[src/rtl/ioctl_loader_pkg.sv]
// rtl/ioctl_loader_pkg.sv - shared types, defaults and helpers for the ioctl sdram loader
package ioctl_loader_pkg;

  localparam int          DEF_AW        = 25;
  localparam int          DEF_DW        = 16;
  localparam logic [23:0] DEF_MAX_WORDS = 24'h400000;

  typedef enum logic [1:0] {
    IDLE   = 2'd0,
    ARMED  = 2'd1,
    PEND   = 2'd2,
    FINISH = 2'd3
  } loader_state_t;

  function automatic logic [15:0] byte_swap16(input logic [15:0] w);
    return {w[7:0], w[15:8]};
  endfunction

endpackage

[src/rtl/loader_ack_sync.sv]
// rtl/loader_ack_sync.sv - two-flop synchronizer for signals crossing in from another clock domain
module loader_ack_sync #(
  parameter int W = 1
) (
  input  logic         clk,
  input  logic         rst,
  input  logic [W-1:0] d,
  output logic [W-1:0] q
);

  logic [W-1:0] meta_q, meta_d;
  logic [W-1:0] sync_q, sync_d;

  always_comb begin
    meta_d = d;
    sync_d = meta_q;
  end

  always_ff @(posedge clk or posedge rst) begin
    if (rst) begin
      meta_q <= '0;
      sync_q <= '0;
    end else begin
      meta_q <= meta_d;
      sync_q <= sync_d;
    end
  end

  assign q = sync_q;

endmodule

[src/rtl/ioctl_sdram_loader.sv]
// rtl/ioctl_sdram_loader.sv - ioctl download consumer forwarding each word as one sdram write request
module ioctl_sdram_loader
  import ioctl_loader_pkg::*;
#(
  parameter int            AW        = DEF_AW,
  parameter int            DW        = DEF_DW,
  parameter logic [7:0]    INDEX     = 8'h00,
  parameter bit            SWAP      = 1'b1,
  parameter logic [AW-2:0] MAX_WORDS = (AW-1)'(DEF_MAX_WORDS)
) (
  input  logic          clk_sys,
  input  logic          reset,
  input  logic          ioctl_download,
  input  logic [7:0]    ioctl_index,
  input  logic          ioctl_wr,
  input  logic [AW-1:0] ioctl_addr,
  input  logic [DW-1:0] ioctl_dout,
  output logic          ioctl_wait,
  output logic [AW-2:0] sdr_addr,
  output logic [DW-1:0] sdr_din,
  output logic          sdr_req,
  input  logic          sdr_ack,
  output logic [AW-1:0] rom_sz,
  output logic          rom_sz_valid,
  output logic          load_busy,
  output logic          load_done,
  output logic          overflow,
  output logic          proto_err
);

  loader_state_t state_q, state_d;
  logic          req_q, req_d;
  logic [AW-2:0] addr_q, addr_d;
  logic [DW-1:0] din_q, din_d;
  logic          wait_q, wait_d;
  logic [AW-1:0] rom_sz_q, rom_sz_d;
  logic          rom_sz_valid_q, rom_sz_valid_d;
  logic          done_q, done_d;
  logic          overflow_q, overflow_d;
  logic          proto_err_q, proto_err_d;
  logic          dl_q, dl_d;

  logic          ack_s;
  logic          pending;
  logic          dl_rise;
  logic          dl_fall;
  logic [AW-2:0] word_addr;
  logic [DW-1:0] wr_data;

  loader_ack_sync #(.W(1)) u_ack_sync (
    .clk (clk_sys),
    .rst (reset),
    .d   (sdr_ack),
    .q   (ack_s)
  );

  always_comb begin
    pending   = (req_q != ack_s);
    dl_rise   = ioctl_download & ~dl_q;
    dl_fall   = ~ioctl_download & dl_q;
    word_addr = ioctl_addr[AW-1:1];
    wr_data   = SWAP ? DW'(byte_swap16(16'(ioctl_dout))) : ioctl_dout;
  end

  always_comb begin
    state_d        = state_q;
    req_d          = req_q;
    addr_d         = addr_q;
    din_d          = din_q;
    wait_d         = wait_q;
    rom_sz_d       = rom_sz_q;
    rom_sz_valid_d = rom_sz_valid_q;
    done_d         = 1'b0;
    overflow_d     = overflow_q;
    proto_err_d    = proto_err_q;
    dl_d           = ioctl_download;

    case (state_q)
      IDLE: begin
        // Absorb any ack toggle left over from a write that straddled reset.
        if (pending) req_d = ack_s;
        if (dl_rise && ioctl_index == INDEX) begin
          state_d        = ARMED;
          rom_sz_valid_d = 1'b0;
          overflow_d     = 1'b0;
          proto_err_d    = 1'b0;
        end
      end

      ARMED: begin
        if (ioctl_wr) begin
          if (word_addr < MAX_WORDS) begin
            addr_d  = word_addr;
            din_d   = wr_data;
            req_d   = ~req_q;
            wait_d  = 1'b1;
            state_d = PEND;
          end else begin
            overflow_d = 1'b1;
          end
        end
        // A same-cycle write is already issued above; FINISH waits for its ack.
        if (dl_fall) begin
          rom_sz_d = ioctl_addr;
          state_d  = FINISH;
        end
      end

      PEND: begin
        if (ioctl_wr) proto_err_d = 1'b1;
        if (!pending) begin
          wait_d  = 1'b0;
          state_d = ARMED;
        end
        if (dl_fall) begin
          rom_sz_d = ioctl_addr;
          state_d  = FINISH;
        end
      end

      FINISH: begin
        if (!pending) begin
          wait_d         = 1'b0;
          rom_sz_valid_d = 1'b1;
          done_d         = 1'b1;
          state_d        = IDLE;
        end
      end

      default: state_d = IDLE;
    endcase
  end

  always_ff @(posedge clk_sys or posedge reset) begin
    if (reset) begin
      state_q        <= IDLE;
      req_q          <= 1'b0;
      addr_q         <= '0;
      din_q          <= '0;
      wait_q         <= 1'b0;
      rom_sz_q       <= '0;
      rom_sz_valid_q <= 1'b0;
      done_q         <= 1'b0;
      overflow_q     <= 1'b0;
      proto_err_q    <= 1'b0;
      dl_q           <= 1'b0;
    end else begin
      state_q        <= state_d;
      req_q          <= req_d;
      addr_q         <= addr_d;
      din_q          <= din_d;
      wait_q         <= wait_d;
      rom_sz_q       <= rom_sz_d;
      rom_sz_valid_q <= rom_sz_valid_d;
      done_q         <= done_d;
      overflow_q     <= overflow_d;
      proto_err_q    <= proto_err_d;
      dl_q           <= dl_d;
    end
  end

  assign ioctl_wait   = wait_q;
  assign sdr_addr     = addr_q;
  assign sdr_din      = din_q;
  assign sdr_req      = req_q;
  assign rom_sz       = rom_sz_q;
  assign rom_sz_valid = rom_sz_valid_q;
  assign load_busy    = (state_q != IDLE);
  assign load_done    = done_q;
  assign overflow     = overflow_q;
  assign proto_err    = proto_err_q;

endmodule

[config.mk]
export PLATFORM = sky130hd
export DESIGN_NAME = ioctl_sdram_loader
export DESIGN_NICKNAME = d
export VERILOG_FILES = /design/src/rtl/ioctl_loader_pkg.sv /design/src/rtl/loader_ack_sync.sv /design/src/rtl/ioctl_sdram_loader.sv
export SDC_FILE = /design/constraint.sdc
export NUM_CORES = 1
export LEC_CHECK = 0
export BUFFER_PORTS_ARGS = -buffer_cell sky130_fd_sc_hd__buf_2
export CORE_UTILIZATION = 47
export CTS_CLUSTER_DIAMETER = 30
export DETAILED_ROUTE_END_ITERATION = 8
export PLACE_DENSITY = 0.79
export SETUP_SLACK_MARGIN = 0.5
export SLEW_MARGIN = 40
export SYNTH_ARGS = -nofsm -noshare
export SYNTH_HDL_FRONTEND = slang
export SYNTH_SLANG_ARGS = --single-unit
[constraint.sdc]
create_clock -name clk_sys -period 3.48 [get_ports clk_sys]
set_clock_uncertainty 0.05 [all_clocks]
set_input_delay 0.696 -clock clk_sys [delete_from_list [all_inputs] [get_ports clk_sys]]
set_output_delay 0.696 -clock clk_sys [all_outputs]
set_load 0.02 [all_outputs]
[After elaboration in Yosys (flattened, before gate mapping)]
Cells that the tools add are included.
Widths: inputs -> output; s select.
Word-level totals
  output and inout port bits: 72
  bits of input ports: 54
  flip-flop bits (word level): 76
  logic and storage cells: 78
Cells by class
  bitwise logic cells: 5
  muxes and demuxes: 26
  $lt $le $gt $ge: 1
  reduce and logical (&&, ||, !) cells: 18
  equal/unequal tests: 15
Operators by type and width (number)
  $lt 24x23->1 const B: 1
  $ne 2x2->1 const B: 8
  $mux 2: 7
  $mux 1: 13
  $reduce_and 4->1: 3
  $pmux 1 s2: 5
  $reduce_bool 2->1: 5
  $ne 3x3->1 const B: 3
  $reduce_and 3->1: 3
  $logic_not 8->1: 1
  $pmux 2 s4: 1
  $reduce_and 5->1: 1
  $eq 2x2->1 const B: 2
  $reduce_or 2->1: 2
  $not 1->1: 3
  $and 1x1->1: 2
  $eq 2x1->1 const B: 1
  $logic_not 2->1: 1
  $reduce_and 2->1: 1
  $logic_and 1x1->1: 1
  $ne 1x1->1: 1

[Logic depth before layout (Yosys ltp)]
Gate-level depths: netlist of the first run.
  depth after elaboration: 5
  mapped depth: 7
  depth with buffers taken out: 6

[Modules after synthesis]
Synthesis of the first run repeated with hierarchy kept, for this count alone.
Unflattened totals
  cells, all modules: 201
  area, all modules: 3024.2 µm²
By module, submodules not included
  ioctl_sdram_loader: area each 2970.3 µm², cells an instance 198, sequential area each 1851.8 µm², times used 1
  loader_ack_sync: area each 53.8 µm², cells an instance 3, sequential area each 50.0 µm², times used 1

[Least setup slack after synthesis of the first run]
Ideal clock, no wire load.
  path type: input to register
  from: input port ioctl_index[5]
  to: register overflow_q (netlist: overflow)
  buffers on the path: 0
  setup slack: 1.383 ns
  library setup time: 0.128 ns
  data required time: 3.302 ns
  arrival: 1.919 ns
  cell stages on the path: 4
  cells stage by stage: or4_4 > or4_4 > o21ai_1 > o31ai_1
On the way
  word-level cells in the longest chain between the ends: 4
RTL lines
  from (decl): line ioctl_sdram_loader.sv:14  | input logic [7:0] ioctl_index,
  $logic_not 8->1: line ioctl_sdram_loader.sv:82  | if (dl_rise && ioctl_index == INDEX) begin
  $logic_and 1x1->1: line ioctl_sdram_loader.sv:82
  $ne 2x2->1 (no line)
  $reduce_and 4->1 (no line)
  to (signal assigned): line ioctl_sdram_loader.sv:156  | overflow_q <= overflow_d;
  to (decl): line ioctl_sdram_loader.sv:39  | logic overflow_q, overflow_d;
Every way passes these cells.
A chain may end at the register's enable or synchronous reset.

[Worst setup path after layout of the first run]
  from: register state_q[0]
  to: output port load_busy
On the way
  word-level cells in the longest chain between the ends: 1
RTL lines
  from (decl): line ioctl_sdram_loader.sv:31  | loader_state_t state_q, state_d;
  from (signal assigned): line ioctl_sdram_loader.sv:148  | state_q <= state_d;
  $reduce_bool 2->1: line ioctl_sdram_loader.sv:168  | assign load_busy = (state_q != IDLE);
  to (decl): line ioctl_sdram_loader.sv:25  | output logic load_busy,
Every way passes these cells.

==> summary.txt, run 1 <==
Critical path
  – Largest fanout on the critical path: 6
  – Crit path kind: register to output port
  – Worst Setup Start Kind: register
  – Slowest Stage Delay on Critical Path: 0.45 ns
  – CP arrival: 1.66 ns
  – Required @ worst endpoint: 2.73 ns
  – Worst path slowest cell: dfrtp_1
  – CP endpoint kind: output port
  – Worst path cell trace: inv_1 > ha_1 > clkinv_1 > buf_2

Timing
  – Tcrit/Tclk final: 69.2%
  – Final setup fails: 0
  – Total Neg Setup Slack: 0 ns
  – Rel. slew slack: 60.6%
  – Hold_ws: 0.305 ns
  – Max Slew Vio Count: 0
  – FMAX: 415 MHz
  – Slew @ Worst Pin: 0.590 ns
  – RSZ-0062 raised after global routing: false
  – Final Hold Violating Endpoints: 0
  – Post-layout min period: 2.41 ns

Cells and area
  – Net count, final: 468
  – Final core utilization: 65.6%
  – Diodes inserted: 0
  – Area Overhead vs Synth: 31.6%
  – Post-Layout Inst Area: 3980 um2
  – Layout cells sized above 1: 41.2%

Clocking
  – Clk sinks: 76
  – Worst-path clk slew: 0.08 ns
  – Clock Latency Late Sink: 0.34 ns
  – Post-CTS Resized: 0
  – CTS tree: built
  – Hold buffers post-CTS: 0
  – Clock Tree Buf Depth: 2
  – Postcts setup bufs: 0
  – CTS H-tree lvls: 3
  – CTS Root Cell: clkbuf_8
  – Total CTS buffers: 9

Route
  – Antenna viol nets, final: 0
  – Final wirelength: 6.81 mm
  – DR WL/cell: 13.9 um
  – Via count: 2456
  – Router iterations before antenna repair: 4
  – DRC: 0
  – Number of DRC markers in iteration 0: 98
  – Post-DR vias/cell: 5.01

Placement
  – Detail Placement HPWL: 4.87 mm
  – Port buffer count: 125
  – Placed cell area: 3740 um2
  – Gpl congestion: 0.809

Logic synthesis
  – Post-synth EDFFs: 0
  – Synthesized instance count: 279
  – Avg Cell Area, Syn: 10.8 um2
  – Post-synthesis sequential area ratio: 62.9%
  – Top_reg_cell synth: dfrtp_1
  – Syn Nets: 337
  – Synth async-reset ratio: 100%
  – Synthesized area: 3020 um2
  – Netlist cell types: 32
  – Warnings, synthesis: 0
  – #FFs+latches synth: 76

Die
  – Die ar.: 6750 um2
  – Core area: 6060 um2
  – Initial Util: 49.9%
  – Total I/O pin count: 126
  – Die Y-Extent: 82.2 um
  – Cell Rows: 28
  – Die W: 82.2 um

Power
  – Leak: 2.18 nW
  – Power Total: 3.97 mW
  – Max VDD drop: 0.606 mV
  – Power Density: 999 nW/um2

GRT
  – Initial antenna violation count: 0
  – First-pass GRT wire length: 10.9 mm
  – Largest net degree at the start of global routing: 44
  – Number of global-route vias before repair: 2403
  – Tot GR Track Use: 21.9%
  – Overflow after GRT: 0

Run
  – Maxcap violations: 0

Outcome
  – Status: finished clean

Hold path
  – Hold Crit Class: register to register
## where the power goes
part / total [mW] / switching (mW) / internal, mW
clock: 0.770 / 0.339 / 0.431
sequential: 1.52 / 0.227 / 1.29
combinational: 1.68 / 1.05 / 0.634
## layer usage
metal	global-route usage (%)	vias up	routed length, um
met5	0	-	0
met3	7.69	7	515
met4	7.89	0	70
li1	-	1168	-
met2	37.2	92	3410
met1	25.5	1189	2820
## worst max-delay path, delay by kind of cell (launching register included)
kind	cells	cell delay [ns]
flip-flops	1	0.45
buffers and inverters	3	0.58
adder cells (fa/ha/maj)	1	0.29
## cells in the final DEF, fill, tap and decap left out, types with 2 or more instances in the layout
cell	n
ha_1	4
mux2_1	8
inv_1	3
a21oi_1	7
nor2_1	6
buf_2	125
clkinv_4	2
o21ai_0	2
nand2_1	119
and3_1	2
mux2_2	18
bufinv_16	2
inv_6	2
buf_4	5
dfrtp_1	76
or4_4	2
clkbuf_8	10
and2_1	3
## cells in the mapped netlist, types with 2 or more instances
| library cell | instances | area share, % |
|---|---|---|
| nand2_1 | 119 | 15 |
| dfrtp_1 | 76 | 63 |
| mux2_2 | 18 | 6.7 |
| clkbuf_1 | 8 | 0.99 |
| mux2_1 | 8 | 3.0 |
| a21oi_1 | 7 | 1.2 |
| nor2_1 | 6 | 0.75 |
| ha_1 | 4 | 1.7 |
| inv_1 | 4 | 0.50 |
| and2_1 | 3 | 0.62 |
| and3_1 | 2 | 0.41 |
| buf_2 | 2 | 0.33 |
| o21ai_0 | 2 | 0.33 |
| or4_4 | 2 | 0.75 |
## cell families (layout without fill, tap and decap cells)
kind of cell	Yosys count	after routing	share of synthesized area, %
fa+ha+maj	4	4	1.66
compound gates	19	19	4.68
buf+inv	15	151	1.95
simple gates	137	137	18.5
flops	76	76	62.9
xor+xnor	1	1	0.290
mux	27	27	10.0
## metrics by stage
stage	worst slack, ns	cells
floorplan	0.796	279
global placement	1.17	474
detailed placement	1.13	474
CTS	1.07	490
global route	0.995	490
finish	1.07	490
## worst paths after layout
kind | start | to | slack [ns] | depth (start not counted)
min | u_ack_sync.meta_q | u_ack_sync.q | 0.30 | 0
min reg2reg | u_ack_sync.meta_q | u_ack_sync.q | 0.30 | 0
max | state_q[0] | load_busy | 1.07 | 4
min in group asynchronous | reset | rom_sz[21] | 0.34 | 2
max reg2reg | state_q[0] | rom_sz[3] | 1.34 | 5
max in group asynchronous | reset | sdr_addr[19] | 2.32 | 3
## registers in the layout, indices dropped and copies added (netlist names), 2 cells and up
register	flops
rom_sz	25
state_q	2
sdr_din	16
sdr_addr	24
## cell type report
type / count / area (um2)
Clock buffer: 10 / 138
Fill cell: 512 / 2080
Multi-Input combinational cell: 188 / 1070
Inverter: 5 / 20.0
Sequential cell: 76 / 1900
Tap cell: 75 / 93.8
Clock inverter: 6 / 95.1
Timing Repair Buffer: 130 / 663
Power figures use the tool's default switching activity.
==> inputs of run 2 (changes only) <==
clock period = 2.5 ns   (was 3.48 ns; I/O delays follow)
==> run 2 against run 1 <==
Net effect: sequential cell count unchanged; sequential share of layout area decreased by 0.14 points; die area unchanged; cell count unchanged; critical path depth unchanged; global-route usage increased by 0.23 points; hold slack got worse by 0.074 ns; cell area increased by 0.28%; critical endpoint unchanged; largest cell class unchanged.
==> summary.txt, run 2 (synthesis gave the netlist of run 1 again) <==
Critical path
  – Bufs and invs on worst path: 3
  – Largest fanout on the critical path: 6
  – CP arrival: 1.35 ns
  – R2R setup slack: 0.68 ns
  – Worst path slowest cell: dfrtp_1
  – Worst path cell trace: inv_2 > ha_4 > clkinv_2 > buf_2
  – Worst reg2reg path depth: 6
  – Crit path kind: register to output port
  – Worst Setup Start Kind: register
  – Required @ worst endpoint: 1.95 ns
  – FF-to-FF Start: state_q[1]
  – Setup crit start: state_q[0]
  – Slowest Stage Delay on Critical Path: 0.46 ns
  – RR Endpoint: sdr_req
  – Cell count along the critical path: 4
  – CP delay by family, top: flip-flops
  – CP endpoint kind: output port

Timing
  – Post-layout min period: 1.90 ns
  – Post-route setup slack: 0.601 ns
  – Tcrit/Tclk final: 76.0%
  – FMAX: 526 MHz
  – Total Neg Setup Slack: 0 ns
  – Max Slew Vio Count: 0
  – Rel. slew slack: 68.3%
  – Slew @ Worst Pin: 0.473 ns
  – Final Hold Violating Endpoints: 0
  – Final setup fails: 0
  – RSZ-0062 raised after global routing: false

Die
  – Core area: 6060 um2
  – Initial Util: 49.9%
  – Die Y-Extent: 82.2 um
  – Total I/O pin count: 126
  – Die ar.: 6750 um2
  – Cell Rows: 28
  – Die W: 82.2 um

Power
  – Clock share of power: 17.8%
  – Leak: 2.18 nW
  – Power Total: 5.49 mW
  – Comb power frac: 43.7%
  – Int Pwr: 3.29 mW
  – Sw power: 2.20 mW
  – Max VDD drop: 0.701 mV
  – Seq pwr share: 38.5%
  – Sw frac: 40.1%
  – Power Density: 1380 nW/um2

Placement
  – Detail Placement HPWL: 4.86 mm
  – Port buffer count: 125
  – Gpl congestion: 0.880
  – DP Worst Slack: 0.446 ns
  – DP Cell Count: 476

Cells and area
  – Final core utilization: 65.8%
  – Area Overhead vs Synth: 32.0%
  – Layout cells sized above 1: 41.4%
  – Net count, final: 470
  – Fillers: 519
  – Most frequent cells in the layout: buf_2, nand2_1, dfrtp_1
  – Non-Filler Instances: 490
  – Largest register FFs: 25
  – Diodes inserted: 0
  – Most common cell after layout, fill and taps aside: buf_2

Outcome
  – Status: finished clean

Clocking
  – Clock Latency Late Sink: 0.32 ns
  – Postcts setup bufs: 0
  – Total CTS buffers: 9
  – Hold buffers post-CTS: 0
  – CTS Root Cell: clkbuf_8
  – Clock Tree Buf Depth: 2
  – Worst-path clk slew: 0.08 ns
  – Clk sinks: 76
  – CTS tree: built
  – CTS H-tree lvls: 3

GRT
  – First-pass GRT wire length: 11.1 mm
  – Initial antenna violation count: 0
  – Largest net degree at the start of global routing: 77
  – Tot GR Track Use: 22.1%
  – Number of global-route vias before repair: 2453
  – Overflow after GRT: 0

Route
  – Post-DR vias/cell: 4.90
  – DRC: 0
  – Router iterations before antenna repair: 4
  – Via count: 2400
  – DR WL/cell: 14.0 um
  – Antenna viol nets, final: 0
  – Final wirelength: 6.87 mm
  – Number of DRC markers in iteration 0: 77

Hold path
  – Hold Crit Class: input port to async pin

Run
  – Maxcap violations: 0
## run 2: cell count changes in the layout (fill, tap and decap cells not counted), sizes merged
cell,delta
buf,+2
clkbuf,+2
clkinv,-3
clkinvlp,+1
inv,-2
## run 2: final cells by class
type                    count  area (um2)  area share (%)
multi-input cells         188        1070            26.9
flip-flops and latches     76        1900            47.7
repair buffers            132         691            17.3
well taps                  75        93.8            2.35
clock inverters             2        60.1            1.51
clock buffers              12         145            3.64
inverters                   5        23.8           0.596
## run 2: worst max-delay path by stage
stage | to
after floorplan | overflow
after global placement | overflow
after detailed placement | overflow
after CTS | load_busy
after global routing | load_busy
final | load_busy
## run 2: what timing repair did
item | in CTS | in global routing
resized for setup | 3 | 2
cloned | 0 | 0
endpoints found under the setup margin | 4 | 2
## run 2: power by group through the flow
stage               logic [mW]  clock network, mW  registers, mW
finish                    2.40              0.979           2.12
CTS                       2.42               1.00           2.12
floorplan                0.836                  0           2.80
global placement          2.32                  0           2.09
global route              2.62               1.06           2.20
detailed placement        2.38                  0           2.13
## run 2: tightest hold or removal path, stage by stage
cell and delay [ns]:
buf_2 0.11, clkinvlp_4 0.07, buf_12 0.34
## run 2: stage by stage
stage | area, um2 | hold WS (ns)
final | 3990 | 0.231
after global routing | 3990 | 0.202
after CTS | 3990 | 0.217
after detailed placement | 3770 | 0.307
after global placement | 3770 | 0.286
after floorplan | 3030 | 0.281
## run 2: metal layers
layer	global-route usage (%)	part of all wire [%]	wire (um)
met1	25.9	42	2860
met3	6.04	6.2	429
met2	38.5	51	3520
met4	8.60	0.95	65
met5	0	0	0
==> inputs of run 3 (changes only) <==
CORE_UTILIZATION = 43   (was 47)
PLACE_DENSITY = 0.76   (was 0.79)
clock period = 1.55 ns   (was 2.5 ns; I/O delays follow)
==> run 3 against run 2 <==
Net effect: the run now ends with design-rule violations, negative setup slack left; highest routed layer unchanged; combinational power rose to 4.0 times the previous value; critical path type is now register to register; sequential share of layout area down 18 points; sequential power is 84% higher; sequential cell count unchanged; cell area grew 63%; register-to-register slack got worse by 1.0 ns; largest cell class is now non-clock buffers; critical path depth stayed put; wire length grew to 2.7 times the previous value; cell count rose by 31%.
==> summary.txt, run 3 (synthesis gave the netlist of run 1 again) <==
Timing
  – Rel. slew slack: 71.7%
  – Post-layout min period: 1.89 ns
  – Final setup fails: 65
  – FMAX: 530 MHz
  – Tcrit/Tclk final: 122%
  – RSZ-0062 raised after global routing: true
  – Total Neg Setup Slack: -6.17 ns
  – Post-route setup slack: -0.336 ns
  – Slew @ Worst Pin: 0.424 ns
  – Max Slew Vio Count: 0
  – Final Hold Violating Endpoints: 0

GRT
  – Initial antenna violation count: 1
  – GR Layer Usage met2: 58.0%
  – GRT met1 Usage: 36.5%
  – Tot GR Track Use: 31.9%
  – Global-route met3 utilization: 7.31%
  – Layer with the highest usage: met2
  – Number of global-route vias before repair: 3277
  – Overflow after GRT: 0
  – First-pass GRT wire length: 17.3 mm
  – Largest net degree at the start of global routing: 77

Cells and area
  – Net count, final: 596
  – Layout cells sized above 1: 79.6%
  – Final core utilization: 95.9%
  – Post-Layout Inst Area: 6520 um2
  – Non-Filler Instances: 640
  – Most common cell after layout, fill and taps aside: buf_4
  – Area Overhead vs Synth: 116%
  – Fillers: 134
  – Multi-input gate area: 1840 um2
  – Most frequent cells in the layout: buf_4, buf_6, dfrtp_1
  – Largest register FFs: 25
  – Register Area: 1900 um2

Route
  – Router iterations before antenna repair: 7
  – DRC: 1
  – Number of DRC markers in iteration 0: 356
  – Via count: 3955
  – Antenna viol nets, final: 0
  – Final wirelength: 18.7 mm
  – DR WL/cell: 29.2 um
  – Post-DR vias/cell: 6.18

Power
  – Power Density: 2340 nW/um2
  – Leak: 3.49 nW
  – Max VDD drop: 1.58 mV
  – Comb power frac: 62.4%
  – Int Pwr: 8.85 mW
  – Seq pwr share: 25.6%
  – Sw power: 6.39 mW
  – Clock share of power: 12.0%
  – Sw frac: 41.9%

Clocking
  – CTS tree: built
  – CTS H-tree lvls: 3
  – Clock Latency Late Sink: 0.36 ns
  – Clk sinks: 76
  – Worst-path clk slew: 0.08 ns
  – CTS Root Cell: clkbuf_8
  – Clock Tree Buf Depth: 2
  – Total CTS buffers: 9
  – Hold buffers post-CTS: 0

Outcome
  – Status: finished with violations
  – Failing checks: design-rule violations, negative setup slack

Critical path
  – CP endpoint kind: register
  – Largest fanout on the critical path: 3
  – CP arrival: 2.08 ns
  – Worst Setup Start Kind: register
  – Required @ worst endpoint: 1.74 ns
  – Crit path kind: register to register

Die
  – Die Y-Extent: 85.8 um
  – Die W: 85.8 um
  – Die ar.: 7370 um2
  – Core area: 6790 um2
  – Initial Util: 44.5%
  – Cell Rows: 30
  – Total I/O pin count: 126

Run
  – Maxcap violations: 0

Placement
  – Detail Placement HPWL: 4.82 mm
  – Gpl congestion: 0.805
  – Placed cell area: 4070 um2
  – Port buffer count: 125
  – DP Cell Count: 510

Hold path
  – Hold Crit Class: input port to register
run 3: cell types whose count changed in the layout (fill, tap and decap cells not counted), sizes merged:
| cell | before | now |
|---|---|---|
| clkinv | 1 | 3 |
| clkinvlp | 1 | 2 |
| nand2 | 119 | 122 |
| diode | 0 | 1 |
| clkbuf | 12 | 13 |
| buf | 132 | 253 |
run 3: layer usage:
| metal | vias up | wire, um |
|---|---|---|
| met1 | 1830 | 5770 |
| met3 | 221 | 2080 |
| met5 | - | 0 |
| li1 | 1436 | - |
| met2 | 468 | 8660 |
| met4 | 0 | 2210 |
run 3: final timing paths:
check | start | to | slack, ns | depth (start not counted)
setup reg to reg | dl_q | overflow | -0.34 | 4
hold / removal | sdr_ack | u_ack_sync.meta_q | 0.01 | 1
setup / recovery | dl_q | overflow | -0.34 | 4
min in group asynchronous | reset | rom_sz[9] | 0.03 | 3
max in group asynchronous | reset | sdr_req | 1.04 | 3
hold reg to reg | u_ack_sync.meta_q | u_ack_sync.q | 0.32 | 0
run 3: layout make-up:
cell class / count / area share [%]
flip-flops and latches: 76 / 29.2
multi-input cells: 191 / 28.3
repair buffers: 255 / 36.7
clock inverters: 5 / 1.31
well taps: 96 / 1.84
inverters: 5 / 0.422
clock buffers: 11 / 2.17
diodes: 1 / 0.0384
run 3: through the flow:
step | power [mW] | hold WS (ns) | setup WS, ns
2_1_floorplan | 6.37 | 0.281 | -0.161
3_3_place_gp | 7.83 | 0.282 | -0.288
3_5_place_dp | 7.97 | 0.307 | -0.326
4_1_cts | 12.7 | 0.00378 | -0.217
5_1_grt | 15.5 | 0.00642 | -0.371
6_report | 15.2 | 0.0143 | -0.336
run 3: what timing repair did:
action	4_1_cts	5_1_grt
setup buffers	66	33
endpoints found under the setup margin	145	145
pin swaps	81	67
cloned	11	3
resized for setup	240	105
run 3: power by group through the flow:
stage | Clock [mW] | Sequential, mW | Combinational, mW
after floorplan | 0 | 4.55 | 1.82
after global placement | 0 | 3.40 | 4.43
after detailed placement | 0 | 3.41 | 4.55
after CTS | 1.73 | 3.57 | 7.45
after global routing | 1.89 | 3.91 | 9.70
final | 1.83 | 3.90 | 9.51
run 3: critical path: stages (launching register included):
cell and delay [ns]:
dfrtp_1 0.40, or4b_4 0.58, or4_4 0.49, o21ai_2 0.17
o31ai_2 0.09
